File: config.mk
export PLATFORM = sky130hd
export DESIGN_NAME = div_operand_join
export DESIGN_NICKNAME = d
export VERILOG_FILES = /design/src/rtl/div_operand_join.sv
export SDC_FILE = /design/constraint.sdc
export NUM_CORES = 1
export LEC_CHECK = 0
export ABC_AREA = 1
export CAP_MARGIN = 20
export CORE_AREA = 10 10 91 172
export CTS_CLUSTER_DIAMETER = 60
export DETAILED_ROUTE_END_ITERATION = 6
export DIE_AREA = 0 0 101 182
export GPL_TIMING_DRIVEN = 0
export PLACE_DENSITY = 0.73
export SYNTH_ARGS = -nofsm -noshare
export SYNTH_HDL_FRONTEND = slang
export SYNTH_SLANG_ARGS = --single-unit
export TNS_END_PERCENT = 1
File: constraint.sdc
create_clock -name clk_i -period 3.3 [get_ports clk_i]
set_input_delay 0.66 -clock clk_i [delete_from_list [all_inputs] [get_ports clk_i]]
set_output_delay 0.66 -clock clk_i [all_outputs]
set_load 0.005 [all_outputs]
File: src/rtl/div_operand_join.sv
// rtl/div_operand_join.sv - joins dividend/divisor streams into aligned operand pairs for the divider
module div_operand_join #(
    parameter int XLEN  = 16,
    parameter int DEPTH = 4,
    parameter int ZDROP = 1,
    parameter int CNTW  = 8
) (
    input  logic                       clk_i,
    input  logic                       rst_i,
    input  logic [XLEN-1:0]            s1_tdata_i,
    input  logic                       s1_tvalid_i,
    output logic                       s1_tready_o,
    input  logic [XLEN-1:0]            s2_tdata_i,
    input  logic                       s2_tvalid_i,
    output logic                       s2_tready_o,
    output logic [XLEN-1:0]            m1_tdata_o,
    output logic                       m1_tvalid_o,
    input  logic                       m1_tready_i,
    output logic [XLEN-1:0]            m2_tdata_o,
    output logic                       m2_tvalid_o,
    input  logic                       m2_tready_i,
    output logic [$clog2(DEPTH+1)-1:0] lvl1_o,
    output logic [$clog2(DEPTH+1)-1:0] lvl2_o,
    output logic [CNTW-1:0]            zdiv_cnt_o
);
    localparam int AW = $clog2(DEPTH);
    localparam int LW = $clog2(DEPTH+1);

    logic [XLEN-1:0] mem1_q [DEPTH];
    logic [XLEN-1:0] mem2_q [DEPTH];
    logic [AW-1:0]   wptr1_q, wptr1_d, rptr1_q, rptr1_d;
    logic [AW-1:0]   wptr2_q, wptr2_d, rptr2_q, rptr2_d;
    logic [LW-1:0]   lvl1_q, lvl1_d, lvl2_q, lvl2_d;
    logic [CNTW-1:0] cnt_q, cnt_d;
    logic            push1, push2, both, zhead, vld, pop;

    assign s1_tready_o = !rst_i && (lvl1_q != LW'(DEPTH));
    assign s2_tready_o = !rst_i && (lvl2_q != LW'(DEPTH));
    assign push1 = s1_tvalid_i && s1_tready_o;
    assign push2 = s2_tvalid_i && s2_tready_o;

    // A zero-divisor head pops both FIFOs without ever being offered downstream.
    assign both  = (lvl1_q != '0) && (lvl2_q != '0);
    assign zhead = (ZDROP != 0) && both && (mem2_q[rptr2_q] == '0);
    assign vld   = both && !zhead;
    assign pop   = (vld && m1_tready_i && m2_tready_i) || zhead;

    assign m1_tvalid_o = vld;
    assign m2_tvalid_o = vld;
    assign m1_tdata_o  = mem1_q[rptr1_q];
    assign m2_tdata_o  = mem2_q[rptr2_q];
    assign lvl1_o      = lvl1_q;
    assign lvl2_o      = lvl2_q;
    assign zdiv_cnt_o  = cnt_q;

    always_comb begin
        wptr1_d = push1 ? wptr1_q + AW'(1) : wptr1_q;
        wptr2_d = push2 ? wptr2_q + AW'(1) : wptr2_q;
        rptr1_d = pop ? rptr1_q + AW'(1) : rptr1_q;
        rptr2_d = pop ? rptr2_q + AW'(1) : rptr2_q;
        lvl1_d  = lvl1_q;
        lvl2_d  = lvl2_q;
        if (push1 && !pop) lvl1_d = lvl1_q + LW'(1);
        else if (!push1 && pop) lvl1_d = lvl1_q - LW'(1);
        if (push2 && !pop) lvl2_d = lvl2_q + LW'(1);
        else if (!push2 && pop) lvl2_d = lvl2_q - LW'(1);
        cnt_d = (zhead && (cnt_q != '1)) ? cnt_q + CNTW'(1) : cnt_q;
    end

    always_ff @(posedge clk_i) begin
        if (rst_i) begin
            wptr1_q <= '0;
            rptr1_q <= '0;
            wptr2_q <= '0;
            rptr2_q <= '0;
            lvl1_q  <= '0;
            lvl2_q  <= '0;
            cnt_q   <= '0;
        end else begin
            wptr1_q <= wptr1_d;
            rptr1_q <= rptr1_d;
            wptr2_q <= wptr2_d;
            rptr2_q <= rptr2_d;
            lvl1_q  <= lvl1_d;
            lvl2_q  <= lvl2_d;
            cnt_q   <= cnt_d;
        end
    end

    // Storage is deliberately left out of reset; occupancy alone defines what is valid.
    always_ff @(posedge clk_i) begin
        if (push1) mem1_q[wptr1_q] <= s1_tdata_i;
        if (push2) mem2_q[wptr2_q] <= s2_tdata_i;
    end
endmodule

==> results of run 1 <==
-- kinds of logic after synthesis --
family          synth area share
compound gates            0.0670
simple gates               0.151
flops                      0.692
fa+ha+maj                 0.0282
xor+xnor                  0.0125
buf+inv                   0.0502
-- synthesized netlist by cell type --
cell / count / share of area
buf_6: 5 / 0.0089
nand2_1: 110 / 0.065
ha_1: 11 / 0.022
nor3_1: 1 / 0.00079
fa_1: 2 / 0.0063
nand4_1: 7 / 0.0069
edfxtp_1: 128 / 0.61
nor2_8: 1 / 0.0032
buf_2: 2 / 0.0016
nand3_4: 1 / 0.0028
o22ai_1: 16 / 0.016
inv_2: 1 / 0.00059
a31oi_1: 2 / 0.0020
xnor2_1: 2 / 0.0028
buf_4: 5 / 0.0059
inv_4: 1 / 0.00099
nand2_2: 3 / 0.0030
o21ai_0: 43 / 0.034
a21oi_1: 19 / 0.015
clkbuf_1: 10 / 0.0059
inv_1: 44 / 0.026
nand3_1: 43 / 0.034
nor2_1: 58 / 0.034
xor2_1: 7 / 0.0097
dfxtp_1: 26 / 0.082
-- path summary, 6_finish.rpt --
kind,from,to,slack [ps],cells after the start
worst min register to register,zdiv_cnt_o[1],zdiv_cnt_o[1],510,2
worst max register to register,flip-flop,lvl2_o[2],390,21
worst max-delay path,flip-flop,m2_tvalid_o,160,12
worst min-delay path,zdiv_cnt_o[1],zdiv_cnt_o[1],510,2
-- area by class of cell --
cell class | count | area [um2]
buffer | 22 | 148
clock buffer | 17 | 425
clock inverter | 14 | 179
fill | 956 | 4830
inverter | 46 | 178
multi-input combinational | 326 | 1660
sequential | 154 | 4360
tap | 152 | 190
timing repair buffer | 94 | 953
-- routing by layer --
layer | wire length, um | part of all wire | track usage | vias to the layer above
met3 | 724 | 0.050 | 0.0433 | 18
met1 | 4790 | 0.33 | 0.137 | 2113
li1 | - | - | - | 2131
met2 | 8680 | 0.59 | 0.308 | 132
met5 | 0 | 0 | 0 | -
met4 | 433 | 0.030 | 0.0840 | 0
-- sequential cells by signal, summed over array words and instances, names as in the netlist, named ones only --
| signal | cells |
|---|---|
| mem1_q | 64 |
| mem2_q | 64 |
| zdiv_cnt_o | 8 |
| lvl1_o | 3 |
| lvl2_o | 3 |
| rptr1_q | 2 |
| rptr2_q | 2 |
| wptr1_q | 2 |
| wptr2_q | 2 |
-- cell usage in the layout, fill, tap and decap left out, types with 17 or more instances in the layout --
cell / n
a21oi_1: 19
clkbuf_16: 17
clkdlybuf4s50_1: 87
dfxtp_1: 26
edfxtp_1: 128
inv_1: 44
nand2_1: 108
nand3_1: 43
nor2_1: 50
o21ai_0: 43
-- per-stage QoR --
stage	power [W]	hold WS, ps
2_1_floorplan	0.00250	486
3_3_place_gp	0.00277	490
3_5_place_dp	0.00280	506
4_1_cts	0.00476	516
5_1_grt	0.00491	545
6_report	0.00472	512
-- worst reg2reg max path: cells and delay by family (launching register included) --
family	cells	cell delay, ps
AOI/OAI and AO/OA	4	500
and+or+nand+nor	9	810
buffers and inverters	6	670
DFF	1	290
adders and majority gates	2	530
-- report_power, final --
part           total (W)  internal [W]  switching [W]
combinational   0.000545      0.000258       0.000287
sequential       0.00221       0.00218      0.0000327
clock            0.00197       0.00115       0.000820
-- timing repair --
action	4_1_cts	5_1_grt
pin swaps	0	2
resized for setup	1	5
setup buffers	0	3
endpoints found under the setup margin	1	2
==> flow_metrics.py, run 1 <==
metrics = {
    "worst_setup_path": {
        "cp-end-kind": "output pin",
        "cp_slowest_cell": "clkdlybuf4s50_1",
        "start_kind": "flip-flop",
        "cp_slowest_stage_delay_ps": 440,
        "critPathBufInv": 5,
        "arrival_ps": 2480,
        "crit_required_ps": 2640,
        "path_max_fanout": 10,
        "crit_chain": "buf_6 -> inv_4 -> buf_8 -> nand3_1 -> nand2_1 -> nand2_1 -> nor2_1 -> nand2_2 -> nor2_8 -> nor2_1 -> buf_4 -> clkdlybuf4s50_1",
        "path_class": "flip-flop to output pin",
        "crit_family": "buffers and inverters",
    },
    "clock_tree": {
        "cts_hold_buf": 0,
        "clk_pin_slew_ps": 70,
        "clock_path_buffers": 2,
        "clock_latency_ps": 420,
        "htree_levels": 4,
        "clk_root_buffer_cell": "clkbuf_16",
        "clkSinkCount": 154,
        "cts_made_buffers": 17,
        "tritoncts": "done",
    },
    "job": {
        "max-cap-violations": 0,
    },
    "placed_design": {
        "dp_hpwl_um": 10500,
        "placed_area_um2": 7450,
        "gp_congestion": 0.815,
        "dp_worst_setup_slack_ps": 333,
        "dp.cells": 791,
        "io_buffers": 87,
    },
    "die": {
        "io_pins": 88,
        "core_um2": 12900,
        "start_util": 0.489,
        "row_count": 59,
        "die_h_um": 182,
        "die_w_um": 101,
        "die-area_um2": 18400,
    },
    "synth": {
        "syn_inst": 548,
        "synthDistinctLibCells": 25,
        "ys_seq_elements": 154,
        "netlist_area_um2": 6310,
        "synth_warnings": 0,
        "ys_seq_area_frac": 0.692,
        "synth_area_per_cell_um2": 11.5,
        "synth_fp_nets": 599,
    },
    "pwr": {
        "p_leak_nw": 3.04,
        "p_per_area_nw_per_um2": 583,
        "ir_drop_mv": 0.407,
    },
    "outcome": {
        "status": "finished, final reports clean",
    },
    "timing": {
        "max_freq_mhz": 318,
        "setup_viol": 0,
        "min_period_over_period": 0.953,
        "layout_setup_ws_ps": 157,
        "tightestPinTransition_ps": 936,
        "finalSetupTns_ps": 0,
        "hold_viol_final": 0,
        "fin_crit_ps": 3140,
        "drv_slew": 0,
        "rsz0062_at_grt": "no",
        "finClkSkew_ps": 18.3,
        "relSlewSlack": 0.376,
    },
    "detailed_routing": {
        "totalWireLength_um": 14600,
        "wl_per_cell_um": 17.7,
        "drt_iter0_drc": 272,
        "drtPass1Iterations": 5,
        "via_per_inst": 5.33,
        "route.vias.total": 4394,
        "ant_nets": 0,
        "remaining_drc_errors": 0,
    },
    "layout": {
        "drive_above_1_share": 0.0996,
        "n_antenna_cell": 0,
        "area_growth_pct": 28.2,
        "fin_area_um2": 8090,
        "fin_cells": 825,
        "post-route-util": 0.626,
        "num-nets-final": 712,
    },
    "worst_hold_path": {
        "hold_class": "flip-flop to flip-flop",
    },
    "grt": {
        "antenna_found_initial": 0,
        "grt_overflow": 0,
        "grt_pass1_vias": 4647,
        "grt_pass1_wl_um": 22800,
        "grt_max_degree": 17,
        "grtUsageTotal": 0.159,
    },
}
No activity file was read; power rests on OpenSTA's default activity.
==> run 2, diff against run 1 <==
Settings changed: SKIP_LAST_GASP set to 1.
==> results of run 2 <==
Final layout, timing and power as in run 1 (identical DEF).
==> run 3, diff against run 2 <==
Settings changed: RECOVER_POWER set to 50, SKIP_LAST_GASP 1 to not set.
==> run 3 against run 2 <==
  * Critical path depth stayed put
  * Flip-flop and latch count unchanged
  * Wire length grew 0.31%
  * Cell count unchanged
  * Clock power about the same
  * Global-route usage stayed put
  * First-iteration DRC count shrank 7.0%
  * Setup slack lost 1.4 ps
  * Non-clock buffer count is the same
  * Core utilization is 0.11 points lower
  * Combinational power shrank 2%
==> flow_metrics.py, run 3 (synthesized netlist as in run 1, its figures left out) <==
metrics = {
    "placed_design": {
        "dp_hpwl_um": 10500,
        "gp_congestion": 0.815,
        "placed_area_um2": 7450,
        "io_buffers": 87,
    },
    "detailed_routing": {
        "drt_iter0_drc": 253,
        "remaining_drc_errors": 0,
        "drtPass1Iterations": 5,
        "ant_nets": 0,
        "route.vias.total": 4462,
        "wl_per_cell_um": 17.8,
        "via_per_inst": 5.41,
        "totalWireLength_um": 14700,
    },
    "layout": {
        "area_growth_pct": 28.0,
        "layout_commonest_cell": "edfxtp_1",
        "seq_area_um2": 4360,
        "multiInputGateArea_um2": 1650,
        "fill_cells": 962,
        "n_antenna_cell": 0,
        "drive_above_1_share": 0.0921,
        "fin_area_um2": 8080,
        "final_cell_mix": "edfxtp_1 (128), nand2_1 (108), nor2_1 (54)",
        "num-nets-final": 712,
    },
    "die": {
        "row_count": 59,
        "die_h_um": 182,
        "die-area_um2": 18400,
        "io_pins": 88,
        "die_w_um": 101,
        "core_um2": 12900,
        "start_util": 0.489,
    },
    "pwr": {
        "intPower_w": 0.00357,
        "p_seq_frac": 0.470,
        "clkPwrFrac": 0.417,
        "combPwrFrac": 0.113,
        "ir_drop_mv": 0.406,
        "p_per_area_nw_per_um2": 582,
        "switching_power_w": 0.00114,
        "p_leak_nw": 3.09,
        "power.share.switching": 0.241,
    },
    "timing": {
        "relSlewSlack": 0.370,
        "tightestPinTransition_ps": 943,
        "hold-worst-slack_ps": 513,
        "setup_viol": 0,
        "drv_slew": 0,
        "max_freq_mhz": 318,
        "min_period_over_period": 0.953,
        "fin_crit_ps": 3140,
        "finalSetupTns_ps": 0,
        "rsz0062_at_grt": "no",
        "hold_viol_final": 0,
        "finClkSkew_ps": 13.8,
    },
    "worst_setup_path": {
        "arrival_ps": 2480,
        "path_class": "flip-flop to output pin",
        "rrSetupSlack_ps": 390,
        "crit_family": "buffers and inverters",
        "start_kind": "flip-flop",
        "crit_required_ps": 2640,
        "critPathBufInv": 5,
        "cp-end-kind": "output pin",
        "cp_slowest_stage_delay_ps": 440,
        "path_max_fanout": 10,
        "cp_slowest_cell": "clkdlybuf4s50_1",
        "crit_chain": "buf_6 -> inv_4 -> buf_8 -> nand3_1 -> nand2_1 -> nand2_1 -> nor2_1 -> nand2_2 -> nor2_8 -> nor2_1 -> buf_4 -> clkdlybuf4s50_1",
    },
    "grt": {
        "grt-busiest-layer": "met2",
        "grt_overflow": 0,
        "grt_max_degree": 17,
        "grtUsageMet2": 0.308,
        "use_met3": 0.0433,
        "grt_pass1_vias": 4647,
        "grt_pass1_wl_um": 22800,
        "antenna_found_initial": 0,
        "grtUsageTotal": 0.159,
        "use_met1": 0.137,
    },
    "worst_hold_path": {
        "worst_hold_startpoint": "zdiv_cnt_o[1]",
        "hold_class": "flip-flop to flip-flop",
    },
    "outcome": {
        "status": "finished, final reports clean",
    },
    "clock_tree": {
        "clock_path_buffers": 2,
        "clkSinkCount": 154,
        "clk_pin_slew_ps": 70,
        "cts_hold_buf": 0,
        "htree_levels": 4,
        "clock_latency_ps": 410,
        "cts_made_buffers": 17,
        "clk_root_buffer_cell": "clkbuf_16",
        "tritoncts": "done",
    },
    "job": {
        "max-cap-violations": 0,
    },
}
==> run 3: cell count changes in the layout (fill, tap and decap cells not counted), sizes merged <==
cell / delta
clkbuf: +1
clkdlybuf4s50: -46
dlygate4sd3: +46
buf: -1
==> run 3: tightest hold or removal path, stage by stage (launching register included) <==
cell and delay, ps:
dfxtp_1 340, nand2_1 70, a21oi_1 60
==> run 3: cell type report <==
| class | instances | share of cell area |
|---|---|---|
| timing repair buffer | 94 | 0.118 |
| clock inverter | 14 | 0.0221 |
| multi-input combinational | 326 | 0.204 |
| inverter | 46 | 0.0220 |
| tap | 152 | 0.0235 |
| sequential | 154 | 0.540 |
| buffer | 22 | 0.0183 |
| clock buffer | 17 | 0.0527 |
==> run 3: power groups by stage <==
| stage | clock network, W | registers [W] | logic, W |
|---|---|---|---|
| 2_1_floorplan | 0 | 0.00225 | 0.000253 |
| 3_3_place_gp | 0 | 0.00225 | 0.000520 |
| 3_5_place_dp | 0 | 0.00225 | 0.000547 |
| 4_1_cts | 0.00200 | 0.00221 | 0.000553 |
| 5_1_grt | 0.00209 | 0.00221 | 0.000591 |
| 6_report | 0.00196 | 0.00221 | 0.000532 |
==> run 3: through the flow <==
stage                util  cells  power, W  setup WS [ps]
floorplan               -    548   0.00250            908
global placement    0.571    787   0.00277          -18.3
detailed placement  0.577    791   0.00280            333
CTS                 0.624    822   0.00476           34.1
global route        0.625    825   0.00490           4.82
finish              0.625    825   0.00470            155
==> run 3: what timing repair did <==
| item | in CTS | in global routing |
|---|---|---|
| gates resized for setup | 1 | 5 |
| setup endpoints to repair | 1 | 2 |
| setup buffers | 0 | 3 |
| pin swaps | 0 | 2 |
==> run 3: worst paths after layout <==
path	end	cells past startpoint
worst min-delay path	zdiv_cnt_o[1]	2
worst max-delay path	m2_tvalid_o	12
worst min register to register	zdiv_cnt_o[1]	2
worst max register to register	lvl2_o[2]	21
==> run 3: per-layer routing <==
metal	vias to the layer above	wire length (um)
li1	2127	-
met1	2155	4730
met2	157	8650
met3	23	806
met4	0	478
met5	-	0
